$ cat src/rtl/mem_refill_arbiter.sv
// Round-robin arbiter that shares one main-memory line port between the I-cache
// refill path and the D-cache refill/writeback path, sequencing a fixed-latency access.
module mem_refill_arbiter #(
    parameter int ADDR_W  = 32,
    parameter int LINE_W  = 128,
    parameter int LATENCY = 8
) (
    input  logic              clk,
    input  logic              rst,
    input  logic              i_req,
    input  logic [ADDR_W-1:0] i_addr,
    output logic              i_ack,
    output logic [LINE_W-1:0] i_line,
    input  logic              d_req,
    input  logic              d_we,
    input  logic [ADDR_W-1:0] d_addr,
    input  logic [LINE_W-1:0] d_wdata,
    output logic              d_ack,
    output logic [LINE_W-1:0] d_line,
    output logic              mem_en,
    output logic              mem_we,
    output logic [ADDR_W-1:0] mem_addr,
    output logic [LINE_W-1:0] mem_wdata,
    input  logic [LINE_W-1:0] mem_rdata,
    output logic              busy
);

    localparam int CW = (LATENCY > 1) ? $clog2(LATENCY) : 1;
    localparam logic [CW-1:0] CNT_LAST = CW'(LATENCY - 1);

    localparam logic [1:0] S_IDLE   = 2'd0;
    localparam logic [1:0] S_ACCESS = 2'd1;
    localparam logic [1:0] S_RESP   = 2'd2;

    logic [1:0]    r_state;
    logic [CW-1:0] r_cnt;
    logic          r_last_d;   // last grant went to D
    logic          r_gnt_d;    // current transaction belongs to D
    logic          w_pick_d;

    // With both requests pending, the side that did not win last time goes next.
    assign w_pick_d = d_req && (!i_req || !r_last_d);

    always_ff @(posedge clk or negedge rst) begin
        if (!rst) begin
            r_state   <= S_IDLE;
            r_cnt     <= '0;
            r_last_d  <= 1'b1;
            r_gnt_d   <= 1'b0;
            mem_en    <= 1'b0;
            mem_we    <= 1'b0;
            mem_addr  <= '0;
            mem_wdata <= '0;
            i_line    <= '0;
            d_line    <= '0;
        end else begin
            case (r_state)
                S_IDLE: begin
                    if (i_req || d_req) begin
                        r_state   <= S_ACCESS;
                        r_cnt     <= '0;
                        r_gnt_d   <= w_pick_d;
                        r_last_d  <= w_pick_d;
                        mem_en    <= 1'b1;
                        mem_we    <= w_pick_d & d_we;
                        mem_addr  <= w_pick_d ? d_addr : i_addr;
                        mem_wdata <= w_pick_d ? d_wdata : '0;
                    end
                end
                S_ACCESS: begin
                    if (r_cnt == CNT_LAST) begin
                        r_cnt   <= '0;
                        mem_en  <= 1'b0;
                        mem_we  <= 1'b0;
                        r_state <= S_RESP;
                        if (!mem_we) begin
                            if (r_gnt_d) d_line <= mem_rdata;
                            else         i_line <= mem_rdata;
                        end
                    end else begin
                        r_cnt <= r_cnt + 1'b1;
                    end
                end
                S_RESP:  r_state <= S_IDLE;
                default: r_state <= S_IDLE;
            endcase
        end
    end

    assign i_ack = (r_state == S_RESP) && !r_gnt_d;
    assign d_ack = (r_state == S_RESP) &&  r_gnt_d;
    assign busy  = (r_state != S_IDLE);

endmodule
$ cat config.mk
export PLATFORM = sky130hd
export DESIGN_NAME = mem_refill_arbiter
export DESIGN_NICKNAME = d
export VERILOG_FILES = /design/src/rtl/mem_refill_arbiter.sv
export SDC_FILE = /design/constraint.sdc
export NUM_CORES = 1
export LEC_CHECK = 0
export ABC_AREA = 1
export CORE_AREA = 2 2 291 293
export CTS_CLUSTER_SIZE = 14
export DETAILED_ROUTE_END_ITERATION = 12
export DIE_AREA = 0 0 293 295
export SKIP_LAST_GASP = 1
export SLEW_MARGIN = 30
export SYNTH_ARGS = -nofsm -noshare
export SYNTH_HDL_FRONTEND = slang
export SYNTH_SLANG_ARGS = --single-unit
$ cat constraint.sdc
create_clock -name clk -period 1.9 [get_ports clk]
set_input_delay 0.38 -clock clk [delete_from_list [all_inputs] [get_ports clk]]
set_output_delay 0.38 -clock clk [all_outputs]
set_load 0.01 [all_outputs]
==> flow_summary.toml <==
[place]
dp_slack_ns = -0.04106
place.gp.congestion = 0.9169
portBuffers = 745
hpwl_um = 51270
place_area_um2 = 26610

[route]
postRouteAntennaNets = 0
remaining_drc_errors = 0
wl_per_cell_um = 18.24
drt_iter0_markers = 857
totalWireLength_um = 70720
routed_via_density = 4.214
first_pass_iters = 5
route.vias.total = 16330

[power_and_ir_drop]
p_int_w = 0.02691
p_seq_share_pct = 35.0
p_comb_share_pct = 42.1
p_per_area_nw_per_um2 = 1552
leakagePower_nw = 14.02
irDropWorstVdd_mv = 0.9436
sw_frac_of_total_pct = 38.29
p_clk_share_pct = 22.8
p_sw_w = 0.01669

[timing]
fin_ws_ns = 0.04878
rsz0062_at_grt = "yes"
hold_violations = 0
worst_clock_skew_ns = 0.01734
maxSlewViolCount = 0
fmax_mhz = 540.2
relSlewSlack_pct = 52.38
setup_viol = 0
period_share_pct = 97.43
tightestPinTransition_ns = 0.7144
fin_crit_ns = 1.851

[yosys]
synth_simple_gate_area_share_pct = 28.94
yosys_most_used_dff = "dfrtp_1"
synth.avg_cell_area_um2 = 8.663
synth_area_leaders = "dfrtp_1 62%, nand2_1 19%, nand3_1 9.4%, o21ai_0 3.1%, buf_2 2.3%"
ys_seq_area_share_pct = 61.76
synth_cells = 1988
synthXorXnorAreaFrac_pct = 0
synth_top_area_share_pct = 61.61
synthArstFlopShare_pct = 100.0
yosysUniqueCellTypes = 18
synth_compound_area_share_pct = 3.829
ys_ff_latch = 425
synthAdderAreaFrac_pct = 0.1453
synth_top_family_by_area = "simple AND/OR/NAND/NOR gates"
synth_mux_area_share_pct = 0
yosys.area.top_type = "dfrtp_1"
syn_nets = 2315
ys.warnings.count = 0
synth-edff-count = 0
synth_commonest_cells = "882 x nand2_1, 424 x dfrtp_1, 325 x nand3_1, 105 x o21ai_0, 79 x buf_2"
syn_area_um2 = 17220
yosysMostFrequentCell = "nand2_1"

[floorplanning]
coreArea_um2 = 83160
dieArea_um2 = 86440
die_w_um = 293
fp.dieH_um = 295
num_io_pins = 746
start_util_pct = 20.71
rows = 106

[job]
maxCapViolations = 0

[cts]
cts_buffers = 50
clk_latency_ns = 0.59
clock-root-buffer = "clkbuf_16"
cts.reportedPaths.clkPinSlew_ns = 0.06
ctsLongestPathBuffers = 3
cts_max_level = 2
cts_tree = "built"
clock-sinks = 425

[setup_path]
cp-start-kind = "flop"
crit_arrival_ns = 1.47
crit_required_ns = 1.52
timing.rr.start = "r_cnt[0]$_DFFE_PN0P_"
path_cells = "inv_2 > buf_4 > nor3_1 > buf_2"
worstSetupPathType = "flop to primary output"
slowest_stage = "dfrtp_1"
crit_start = "r_state[1]$_DFFE_PN0P_"
end_kind = "primary output"
crit_family = "buffers and inverters"
crit_path_max_fanout = 3
crit_buf_inv = 3
critPathMaxStageDelay_ns = 0.37

[global_routing]
grt_antenna_before_repair = 4
grtUsageTotal_pct = 15.55
grt_max_degree = 128
grt_pass1_vias = 16400
grt_pass1_wl_um = 104300
grt.overflow.total = 0

[cells_and_area]
finalNetCount = 3081
area_delta_synth_final_pct = 63.10
fillCellCount = 8600
final_area_um2 = 28090
multi_input_area_um2 = 5722
drive_gt1_share_pct = 7.593
ff_latch_area_um2 = 10640

[status]
outcome = "finished, final reports clean"

[min_path]
hold_class = "input port to asynchronous set/reset pin"
==> layout make-up <==
type                            instances  share of cell area (%)
Antenna cell                            4                 0.03563
Clock buffer                           75                   5.434
Clock inverter                         15                  0.6548
Inverter                               71                  0.9710
Multi-Input combinational cell       1349                   20.37
Sequential cell                       425                   37.87
Tap cell                             1080                   4.810
Timing Repair Buffer                  857                   29.85
==> worst paths after layout <==
path                                         endpoint  slack (ns)  depth (start not counted)
setup / recovery                                i_ack        0.05                          4
hold / removal                 i_line[47]$_DFFE_PN0P_        0.23                          2
setup reg to reg                d_line[7]$_DFFE_PN0P_        0.10                          7
hold reg to reg                i_line[41]$_DFFE_PN0P_        0.46                          2
max in group asynchronous     mem_addr[8]$_DFFE_PN0P_        0.86                          4
min in group clk           mem_wdata[115]$_DFFE_PN0P_        0.35                          3
==> layout by cell type (no fill, tap or decap), types with 4 or more instances in the layout <==
cell type / Yosys / layout
dfrtp_1: 424 / 422
clkbuf_16: 0 / 53
diode_2: 0 / 4
clkbuf_8: 0 / 16
buf_4: 4 / 76
nand3_1: 325 / 325
nand2_1: 882 / 880
o21ai_1: 25 / 28
inv_1: 69 / 68
dlygate4sd2_1: 0 / 364
o21ai_0: 105 / 102
dlymetal6s2s_1: 0 / 33
clkinv_2: 0 / 8
buf_12: 0 / 29
clkdlybuf4s50_1: 0 / 344
clkbuf_1: 52 / 8
==> power groups by stage <==
| stage | Combinational, W | Clock [W] | Sequential (W) |
|---|---|---|---|
| after floorplan | 0.00603 | 0 | 0.0172 |
| after global placement | 0.0208 | 0 | 0.0155 |
| after detailed placement | 0.0209 | 0 | 0.0155 |
| after CTS | 0.0186 | 0.0103 | 0.0153 |
| after global routing | 0.0200 | 0.0106 | 0.0158 |
| final | 0.0184 | 0.00996 | 0.0153 |
==> metal layers <==
metal  part of all wire, %  vias to the layer above  GRT usage, %
li1                      -                     7863             -
met1                    42                     7784         19.77
met2                    48                      567         25.71
met3                   6.7                      120         3.661
met4                   3.4                        0         5.729
met5                     0                        -             0
==> sequential cells by signal, summed over array words and instances (netlist names) <==
register and count:
r_gnt_d 1, mem_we 1, mem_en 1, r_last_d 1, mem_wdata 128, mem_addr 32, d_line 128, r_state 2
i_line 128, r_cnt 3
==> metrics by stage <==
stage	TNS (ns)	power, W	hold slack, ns	util [%]	cells
6_report	0	0.04360	0.2260	33.78	3876
5_1_grt	-0.07884	0.04650	0.1938	33.78	3875
4_1_cts	-0.1803	0.04420	0.1701	33.53	3864
3_5_place_dp	-0.5439	0.03645	0.2239	31.99	3772
3_3_place_gp	0	0.03626	0.2212	31.99	3772
2_1_floorplan	0	0.02323	0.08441	-	1988
==> cells by family after synthesis <==
family          after synthesis
flops                       425
fa+ha+maj                     2
compound gates              131
simple gates               1216
buf+inv                     214
==> what timing repair did <==
action,CTS,global route
buffers inserted,1,6
pin swaps,0,1
cloned,0,2
hold buffers,1,0
gates resized for setup,377,44
hold endpoints to repair,202,0
setup endpoints to repair,368,204
(Power assumes the default switching activity.)
